**src/rtl/draw_line_queued.sv**
```systemverilog
// Bresenham line engine fed by a small command FIFO. Queued segments are
// rasterised back-to-back, one pixel per cycle while oe is high, each line
// carrying its own colour through to the pixel output.
module draw_line_queued #(
  parameter int CORDW = 16,
  parameter int COLW  = 8,
  parameter int DEPTH = 4
) (
  input  logic             clk,
  input  logic             rst,
  input  logic             cmd_valid,
  output logic             cmd_ready,
  input  logic [CORDW-1:0] cmd_x0,
  input  logic [CORDW-1:0] cmd_y0,
  input  logic [CORDW-1:0] cmd_x1,
  input  logic [CORDW-1:0] cmd_y1,
  input  logic [COLW-1:0]  cmd_col,
  input  logic             oe,
  output logic [CORDW-1:0] x,
  output logic [CORDW-1:0] y,
  output logic [COLW-1:0]  col,
  output logic             drawing,
  output logic             line_done,
  output logic             idle
);

  localparam int PW = $clog2(DEPTH);
  localparam int CW = $clog2(DEPTH + 1);
  // two extra bits keep 2*err signed and free of overflow for full-range coords
  localparam int EW = CORDW + 2;

  typedef struct packed {
    logic [CORDW-1:0] x0;
    logic [CORDW-1:0] y0;
    logic [CORDW-1:0] x1;
    logic [CORDW-1:0] y1;
    logic [COLW-1:0]  col;
  } cmd_t;

  typedef enum logic [1:0] {
    S_IDLE = 2'd0,
    S_INIT = 2'd1,
    S_DRAW = 2'd2,
    S_DONE = 2'd3
  } state_t;

  cmd_t                 mem_q [DEPTH];
  cmd_t                 mem_d [DEPTH];
  logic [PW-1:0]        wr_ptr_q, wr_ptr_d, rd_ptr_q, rd_ptr_d;
  logic [CW-1:0]        count_q, count_d;
  logic                 empty_s, full_s, push_s, pop_s;
  cmd_t                 head_s;

  state_t               state_q, state_d;
  cmd_t                 cur_q, cur_d;
  logic [CORDW-1:0]     x_q, x_d, y_q, y_d, adx_s, ady_s;
  logic signed [EW-1:0] dx_q, dx_d, dy_q, dy_d, err_q, err_d, e2_s, err_s;
  logic                 sx_q, sx_d, sy_q, sy_d;
  logic                 line_done_q, line_done_d, drawing_s;

  // FIFO status flags and input handshake
  always_comb begin
    empty_s   = (count_q == {CW{1'b0}});
    full_s    = (count_q == CW'(DEPTH));
    cmd_ready = !full_s && !rst;
    push_s    = cmd_valid && !full_s && !rst;
    head_s    = mem_q[rd_ptr_q];
  end

  // FIFO next-state: write on push, advance read pointer on pop
  always_comb begin
    mem_d    = mem_q;
    wr_ptr_d = wr_ptr_q;
    rd_ptr_d = rd_ptr_q;
    count_d  = count_q;
    if (push_s) begin
      mem_d[wr_ptr_q] = '{x0: cmd_x0, y0: cmd_y0, x1: cmd_x1, y1: cmd_y1, col: cmd_col};
      wr_ptr_d        = wr_ptr_q + PW'(1'b1);
    end else begin
      wr_ptr_d = wr_ptr_q;
    end
    if (pop_s) begin
      rd_ptr_d = rd_ptr_q + PW'(1'b1);
    end else begin
      rd_ptr_d = rd_ptr_q;
    end
    case ({push_s, pop_s})
      2'b10:   count_d = count_q + CW'(1'b1);
      2'b01:   count_d = count_q - CW'(1'b1);
      default: count_d = count_q;
    endcase
  end

  // FIFO storage; entries beyond the occupancy count are don't-care
  always_ff @(posedge clk) begin
    mem_q <= mem_d;
  end

  // FIFO pointers and occupancy
  always_ff @(posedge clk) begin
    if (rst) begin
      wr_ptr_q <= {PW{1'b0}};
      rd_ptr_q <= {PW{1'b0}};
      count_q  <= {CW{1'b0}};
    end else begin
      wr_ptr_q <= wr_ptr_d;
      rd_ptr_q <= rd_ptr_d;
      count_q  <= count_d;
    end
  end

  // Line FSM: fetch command, set up Bresenham terms, step pixels, signal end
  always_comb begin
    state_d     = state_q;
    cur_d       = cur_q;
    x_d         = x_q;
    y_d         = y_q;
    dx_d        = dx_q;
    dy_d        = dy_q;
    err_d       = err_q;
    sx_d        = sx_q;
    sy_d        = sy_q;
    line_done_d = 1'b0;
    pop_s       = 1'b0;
    drawing_s   = 1'b0;
    adx_s       = {CORDW{1'b0}};
    ady_s       = {CORDW{1'b0}};
    e2_s        = {EW{1'b0}};
    err_s       = err_q;
    case (state_q)
      S_IDLE, S_DONE: begin
        if (!empty_s) begin
          pop_s   = 1'b1;
          cur_d   = head_s;
          state_d = S_INIT;
        end else begin
          state_d = S_IDLE;
        end
      end
      S_INIT: begin
        if (cur_q.x1 >= cur_q.x0) begin
          adx_s = cur_q.x1 - cur_q.x0;
        end else begin
          adx_s = cur_q.x0 - cur_q.x1;
        end
        if (cur_q.y1 >= cur_q.y0) begin
          ady_s = cur_q.y1 - cur_q.y0;
        end else begin
          ady_s = cur_q.y0 - cur_q.y1;
        end
        dx_d    = $signed({2'b00, adx_s});
        dy_d    = -$signed({2'b00, ady_s});
        err_d   = $signed({2'b00, adx_s}) - $signed({2'b00, ady_s});
        sx_d    = (cur_q.x0 < cur_q.x1);
        sy_d    = (cur_q.y0 < cur_q.y1);
        x_d     = cur_q.x0;
        y_d     = cur_q.y0;
        state_d = S_DRAW;
      end
      S_DRAW: begin
        drawing_s = oe;
        if (oe) begin
          if ((x_q == cur_q.x1) && (y_q == cur_q.y1)) begin
            line_done_d = 1'b1;
            state_d     = S_DONE;
          end else begin
            // both axis decisions use the same e2; err collects both terms
            e2_s = err_q <<< 1;
            if (e2_s >= dy_q) begin
              err_s = err_s + dy_q;
              x_d   = sx_q ? (x_q + CORDW'(1'b1)) : (x_q - CORDW'(1'b1));
            end else begin
              x_d = x_q;
            end
            if (e2_s <= dx_q) begin
              err_s = err_s + dx_q;
              y_d   = sy_q ? (y_q + CORDW'(1'b1)) : (y_q - CORDW'(1'b1));
            end else begin
              y_d = y_q;
            end
            err_d = err_s;
          end
        end else begin
          state_d = S_DRAW;
        end
      end
      default: state_d = S_IDLE;
    endcase
  end

  // FSM and datapath registers
  always_ff @(posedge clk) begin
    if (rst) begin
      state_q     <= S_IDLE;
      cur_q       <= '0;
      x_q         <= {CORDW{1'b0}};
      y_q         <= {CORDW{1'b0}};
      dx_q        <= {EW{1'b0}};
      dy_q        <= {EW{1'b0}};
      err_q       <= {EW{1'b0}};
      sx_q        <= 1'b0;
      sy_q        <= 1'b0;
      line_done_q <= 1'b0;
    end else begin
      state_q     <= state_d;
      cur_q       <= cur_d;
      x_q         <= x_d;
      y_q         <= y_d;
      dx_q        <= dx_d;
      dy_q        <= dy_d;
      err_q       <= err_d;
      sx_q        <= sx_d;
      sy_q        <= sy_d;
      line_done_q <= line_done_d;
    end
  end

  // Output mapping
  always_comb begin
    x         = x_q;
    y         = y_q;
    col       = cur_q.col;
    drawing   = drawing_s;
    line_done = line_done_q;
    idle      = (state_q == S_IDLE) && empty_s;
  end

endmodule
```
**config.mk**
```make
export PLATFORM = sky130hd
export DESIGN_NAME = draw_line_queued
export DESIGN_NICKNAME = d
export VERILOG_FILES = /design/src/rtl/draw_line_queued.sv
export SDC_FILE = /design/constraint.sdc
export NUM_CORES = 1
export LEC_CHECK = 0
export CAP_MARGIN = 10
export CELL_PAD_IN_SITES_DETAIL_PLACEMENT = 2
export CELL_PAD_IN_SITES_GLOBAL_PLACEMENT = 2
export CORE_ASPECT_RATIO = 1.5
export CORE_UTILIZATION = 41
export DETAILED_ROUTE_END_ITERATION = 10
export PLACE_DENSITY_LB_ADDON = 0.1
export RECOVER_POWER = 100
export REMOVE_ABC_BUFFERS = 1
export SLEW_MARGIN = 30
export SYNTH_ARGS = -nofsm -noshare
export SYNTH_HDL_FRONTEND = slang
export SYNTH_SLANG_ARGS = --single-unit
```
**constraint.sdc**
```tcl
create_clock -name clk -period 6.85 [get_ports clk]
set_input_delay 0.685 -clock clk [delete_from_list [all_inputs] [get_ports clk]]
set_output_delay 0.685 -clock clk [all_outputs]
set_load 0.02 [all_outputs]
```
==> After elaboration in Yosys (flattened, before gate mapping) <==
Cells that the tools add are included.
{ "totals": {"out_inout_bits": 44, "regBits": 456} }
{ "op_classes": {"order_cmp": 9, "addsub": 16, "reduce_logical": 18, "n_mux": 37, "eq_ne": 13, "n_bitwise": 5} }
{ "op_table": {"columns": ["operator", "count"], "rows": [
  ["bitwise mux 288 bit", 1],
  ["two-way mux 72 bit", 3],
  ["two-way mux 16 bit", 12],
  ["binary-select mux 72 bit (select 2 bit)", 1],
  ["demux 72 bit (select 2 bit)", 1],
  ["two-way mux 18 bit", 7],
  ["case mux 16 bit (2 select lines)", 2],
  ["subtractor 16 bit", 4],
  ["case mux 18 bit (2 select lines)", 1],
  ["adder 16 x 1 -> 16 bit, second input constant", 2],
  ["== test 16 bit", 2],
  [">= comparator 16 bit", 2],
  ["< comparator 16 bit", 2],
  ["subtractor 16 x 1 -> 16 bit, second input constant", 2],
  ["adder 18 x 17 -> 18 bit", 1],
  ["adder 18 bit", 1],
  [">= comparator 18 bit", 1],
  ["<= comparator 18 x 17 -> 1 bit", 1],
  ["negator 16 -> 18 bit", 1],
  ["subtractor 16 x 16 -> 17 bit", 1],
  ["!= test 2 bit, second input constant", 4],
  ["AND reduction 4 bit", 2],
  ["== test 2 bit, second input constant", 3],
  [">= comparator 3 bit, second input constant", 2],
  ["other kinds (22)", 39]
]} }

==> Logic depth before layout (Yosys ltp) <==
{ "logic_depth": {"word_depth": 10, "mapped_depth": 23, "mapped_depth_nobuf": 23} }

==> Least setup slack after synthesis <==
OpenSTA, ideal clock, no wires.
{ "synth_timing": {"kind": "register to register", "from": "reg cur_q[24] (netlist name)", "to": "reg err_q[12]", "slack_ns": 2.079, "path_buffers": 1, "setup_time_ns": 0.132, "arrival_ns": 4.639, "path_stages_with_launch": 24, "path_cell_list": "dfxtp_1 > inv_1 > ha_1 > inv_1 > fa_1 > a21o_1 > a211o_1 > a221oi_2 > o211ai_1 > nand2_1 > buf_2 > mux2i_1 > xnor2_1 > ha_1 > nand2b_1 > a21boi_0 > o21ai_0 > a21o_1 > a21oi_1 > o21a_1 > nor3_1 > or4_1 > o21ai_0 > a21oi_1"} }
{ "synth_between": {"elab_chain_cells": 5, "word_cells_on_any_way": 11, "cone_classes": "add/sub (3); order compare (1); eq/ne (2); mux (3); reduce/logical (2)"} }
{ "synth_rtl": {"columns": ["item", "line_no", "source"], "rows": [
  ["start, declared", "55", "cmd_t cur_q, cur_d;"],
  ["start signal, assigned", "206", "cur_q <= cur_d;"],
  ["subtractor 16 bit, or another cell as far along", "144", "adx_s = cur_q.x0 - cur_q.x1;"],
  ["two-way mux 16 bit", "141", "if (cur_q.x1 >= cur_q.x0) begin"],
  ["two-way mux 16 bit", "130", "case (state_q)"],
  ["subtractor 16 x 16 -> 17 bit", "153", "err_d = $signed({2'b00, adx_s}) - $signed({2'b00, ady_s});"],
  ["case mux 18 bit (2 select lines)", "130", null],
  ["end signal, assigned", "200", "err_q <= {EW{1'b0}};"],
  ["end signal, assigned", "211", "err_q <= err_d;"],
  ["end, declared", "57", "logic signed [EW-1:0] dx_q, dx_d, dy_q, dy_d, err_q, err_d, e2_s, err_s;"]
]} }
Parallel ways exist; a longest one is shown, timed or not. The select of a mux whose other input is x is not followed.
A chain may end at the register's enable or synchronous reset.

==> Worst setup path after layout <==
{ "layout_timing": {"from": "reg cur_q[15] (netlist name)", "to": "reg err_q[12]"} }
{ "layout_between": {"elab_chain_cells": 5, "word_cells_on_any_way": 11, "cone_classes": "add/sub (3); order compare (1); eq/ne (2); mux (3); reduce/logical (2)"} }
{ "layout_rtl": {"columns": ["item", "line_no", "source"], "rows": [
  ["subtractor 16 bit, or another cell as far along", "149", "ady_s = cur_q.y0 - cur_q.y1;"],
  ["two-way mux 16 bit", "146", "if (cur_q.y1 >= cur_q.y0) begin"],
  ["two-way mux 16 bit", "130", null],
  ["subtractor 16 x 16 -> 17 bit", "153", null],
  ["case mux 18 bit (2 select lines)", "130", null]
]} }
Parallel ways exist; a longest one is shown, timed or not. The select of a mux whose other input is x is not followed.

==> parameters.txt <==
Parameter                              Value

Drt
  Initial DRC count    753
  Drc violations    0
  Total vias in the final route    18710
  Routed wire per std cell    26.62 um
  Average via count per standard cell    5.787
  Total iterations of the first detailed-routing run    6
  Total Wirelength    86080 um
  Number of nets with antenna violations after routing    0

Clock tree
  Clock latency on the worst-skew pair    between 600 and 700 ps
  Hold buffer count at CTS    0
  Total clock buffers created by CTS    46
  Post-cts sizing count    0
  Total number of clock tree sinks    455
  Clock root buffer    sky130_fd_sc_hd__clkbuf_16
  CTS tree    done
  Max clock buf depth    3
  H-tree levels    2
  Number of buffers inserted by post-CTS setup repair    0
  Reg clk slew, reported paths    70 ps

GRT
  Overflow after GRT    0
  Via count of the first global-routing pass    21100
  Pin count of the biggest net entering global routing    66
  Global-route wire length before repair    130700 um
  Tot GR Track Use    0.2777
  Number of antenna violations at the first check in global routing    8

Critical path
  Setup CP Type    reg2reg
  Required @ worst endpoint    7310 ps
  Critical Path Source Type    register
  Largest fanout on the critical path    14
  Data arrival time of the critical path    6680 ps
  Cells on worst reg2reg path    19
  Kind of end point of the critical path    register
  Register-to-Register Setup Slack    approximately 620 ps

Cells and area
  Reg area    roughly 12000 um^2
  Final nets    2666
  Synth-to-Final Area Change    13.95%
  Layout filler cell count    6244
  Fraction of layout instances using a drive strength above 1    0.08412
  Total area of multi-input combinational cells    about 12000 um^2

Yosys
  Synthesized instance count    2309
  Mean instance size in the synthesized netlist    10.96 um^2
  Number of warnings printed during yosys synthesis    0
  Share of the synthesized area in the top cell type    0.3417
  Synth async-reset ratio    0
  Post-synth top flop    sky130_fd_sc_hd__edfxtp_1
  Netlist Area Pre-Place    about 25000 um^2
  Post-synthesis sequential area ratio    0.4738
  Synthesized flop and latch total    455
  Top area cells in the synthesized netlist    sky130_fd_sc_hd__edfxtp_1, sky130_fd_sc_hd__dfxtp_1, sky130_fd_sc_hd__ha_1, sky130_fd_sc_hd__mux4_2, sky130_fd_sc_hd__a21oi_1
  Biggest area consumer among synthesized cells    sky130_fd_sc_hd__edfxtp_1
  Number of flops mapped to enable cells by yosys    288
  Distinct cell type count of the synthesized netlist    96

Timing
  Clk_skew    approximately 14 ps
  Final cycle utilization of the critical path    0.9089
  F_max    160.6 MHz
  Slew Limit Headroom    -1.447
  Final max-slew violation count    roughly 500
  # setup viols final    0
  Final Hold Violating Endpoints    0
  Setup repair after global routing missed its margin    no
  Worst Tran Pin Value    3671 ps
  Minimum period implied by the final worst setup slack    6226 ps
  Total negative setup slack    0 ps

Die
  Floorplan row count    111
  Initial core utilization    0.4142
  Die Footprint    around 63000 um^2
  Number of I/O pins    120
  Floorplan core area    61110 um^2
  Width of the die    between 200 and 250 um
  Die height    306.3 um

Placement
  Buffers added on ports    119
  Final weighted congestion of routability-driven global placement    0.8527
  Detailed placement HPWL    64030 um

Status
  Failing checks    max-capacitance violations, max-slew violations
  Outcome    complete, but fails checks

Run
  Number of violations of the max-capacitance limit    12

Min path
  Count of cells along the worst hold path    2
  Type of the tightest min-delay check    reg2reg
==> critical path, cell delays in order, from the launching register on <==
cell                       delay (ps)
sky130_fd_sc_hd__dfxtp_1          410
sky130_fd_sc_hd__inv_1             80
sky130_fd_sc_hd__ha_1             400
sky130_fd_sc_hd__a21oi_1          290
sky130_fd_sc_hd__o211ai_2         170
sky130_fd_sc_hd__a211o_2          380
sky130_fd_sc_hd__nor2_1          1020
sky130_fd_sc_hd__mux2i_1          560
sky130_fd_sc_hd__inv_1            150
sky130_fd_sc_hd__fa_1             470
sky130_fd_sc_hd__nand2b_1         150
sky130_fd_sc_hd__a21boi_0         230
sky130_fd_sc_hd__o21ai_0          170
sky130_fd_sc_hd__a21o_1           240
sky130_fd_sc_hd__a21oi_1          250
sky130_fd_sc_hd__o21a_1           230
sky130_fd_sc_hd__nor3_1            80
sky130_fd_sc_hd__or4_1            540
sky130_fd_sc_hd__o21ai_0          160
sky130_fd_sc_hd__a21oi_1           80
==> path summary, 6_finish.rpt <==
kind               end  startpoint
max          err_q[12]   cur_q[15]
min             col[1]      col[1]
max reg2reg  err_q[12]   cur_q[15]
min reg2reg     col[1]      col[1]
==> cell type report <==
class                   count  share of cell area
multi-input cells        1585              0.4228
flip-flops and latches    455              0.4160
repair buffers            146             0.04655
clock buffers              58             0.04325
well taps                 791             0.03431
inverters                 165             0.02147
clock inverters            28             0.01518
diodes                      5           0.0004338
==> layer usage <==
metal / GRT usage / share of wire / routed length (um) / up-vias
met4: 0.1101 / 0.042 / 3613 / 10
met5: 0 / 0.00082 / 71 / -
met2: 0.5315 / 0.55 / 47250 / 308
met1: 0.3031 / 0.38 / 32950 / 9594
met3: 0.03571 / 0.025 / 2193 / 155
li1: - / - / - / 8641
==> Yosys cell counts, types with 15 or more instances <==
library cell                 n
sky130_fd_sc_hd__a211oi_1   66
sky130_fd_sc_hd__a21o_1     54
sky130_fd_sc_hd__a21oi_1   178
sky130_fd_sc_hd__a31oi_1    19
sky130_fd_sc_hd__and3_1     17
sky130_fd_sc_hd__buf_1      15
sky130_fd_sc_hd__clkbuf_1   71
sky130_fd_sc_hd__dfxtp_1   167
sky130_fd_sc_hd__edfxtp_1  288
sky130_fd_sc_hd__ha_1      181
sky130_fd_sc_hd__inv_1     165
sky130_fd_sc_hd__mux2i_1    49
sky130_fd_sc_hd__mux4_2     72
sky130_fd_sc_hd__nand2_1   228
sky130_fd_sc_hd__nand3_1    33
sky130_fd_sc_hd__nand4_1    22
sky130_fd_sc_hd__nor2_1    154
sky130_fd_sc_hd__nor2b_1    18
sky130_fd_sc_hd__nor3_1     42
sky130_fd_sc_hd__o21a_1     26
sky130_fd_sc_hd__o21ai_0    67
sky130_fd_sc_hd__xnor2_1    93
sky130_fd_sc_hd__xor2_1     31
==> kinds of logic (layout without fill, tap and decap cells) <==
| family | Yosys count | in the layout | share of synthesized area |
|---|---|---|---|
| compound gates | 544 | 544 | 0.1427 |
| xor+xnor | 129 | 129 | 0.04656 |
| fa+ha+maj | 191 | 191 | 0.09738 |
| buf+inv | 269 | 397 | 0.04192 |
| flops | 455 | 455 | 0.4738 |
| mux | 135 | 135 | 0.08977 |
| other cells | 0 | 5 | 0 |
| simple gates | 586 | 586 | 0.1079 |
==> through the flow <==
step / cell area [um^2] / utilization / hold WS, ps / std cells / worst slack (ps)
after floorplan: 24870 / - / 443.2 / 2205 / 1893
after global placement: 27300 / 0.4468 / 447.7 / 3142 / 1061
after detailed placement: 27300 / 0.4468 / 453.4 / 3142 / 927.5
after CTS: 28990 / 0.4744 / 478.5 / 3228 / 911.3
after global routing: 28840 / 0.4719 / 502.8 / 3231 / 274.3
final: 28840 / 0.4720 / 474.5 / 3233 / 624.2
==> sequential cells by signal (all words and copies together) (netlist names) <==
name,cells
sy_q,1
rd_ptr_q,2
cur_q,64
line_done,1
dy_q,18
dx_q,16
sx_q,1
state_q,2
mem_q,288
x,16
err_q,17
count_q,3
y,16
wr_ptr_q,2
col,8
==> layout by cell type, fill, tap and decap left out, types with 66 or more instances in the layout <==
cell                            Yosys  final
sky130_fd_sc_hd__inv_1            165    165
sky130_fd_sc_hd__nor2_1           154    155
sky130_fd_sc_hd__xnor2_1           93     93
sky130_fd_sc_hd__mux4_2            72     72
sky130_fd_sc_hd__a211oi_1          66     66
sky130_fd_sc_hd__edfxtp_1         288    288
sky130_fd_sc_hd__nand2_1          228    228
sky130_fd_sc_hd__dfxtp_1          167    165
sky130_fd_sc_hd__dlygate4sd3_1      0    115
sky130_fd_sc_hd__o21ai_0           67     67
sky130_fd_sc_hd__a21oi_1          178    177
sky130_fd_sc_hd__ha_1             181    180
Power is not shown: default switching activity piles up to over one toggle a cycle in this logic, so the estimate is an artifact.
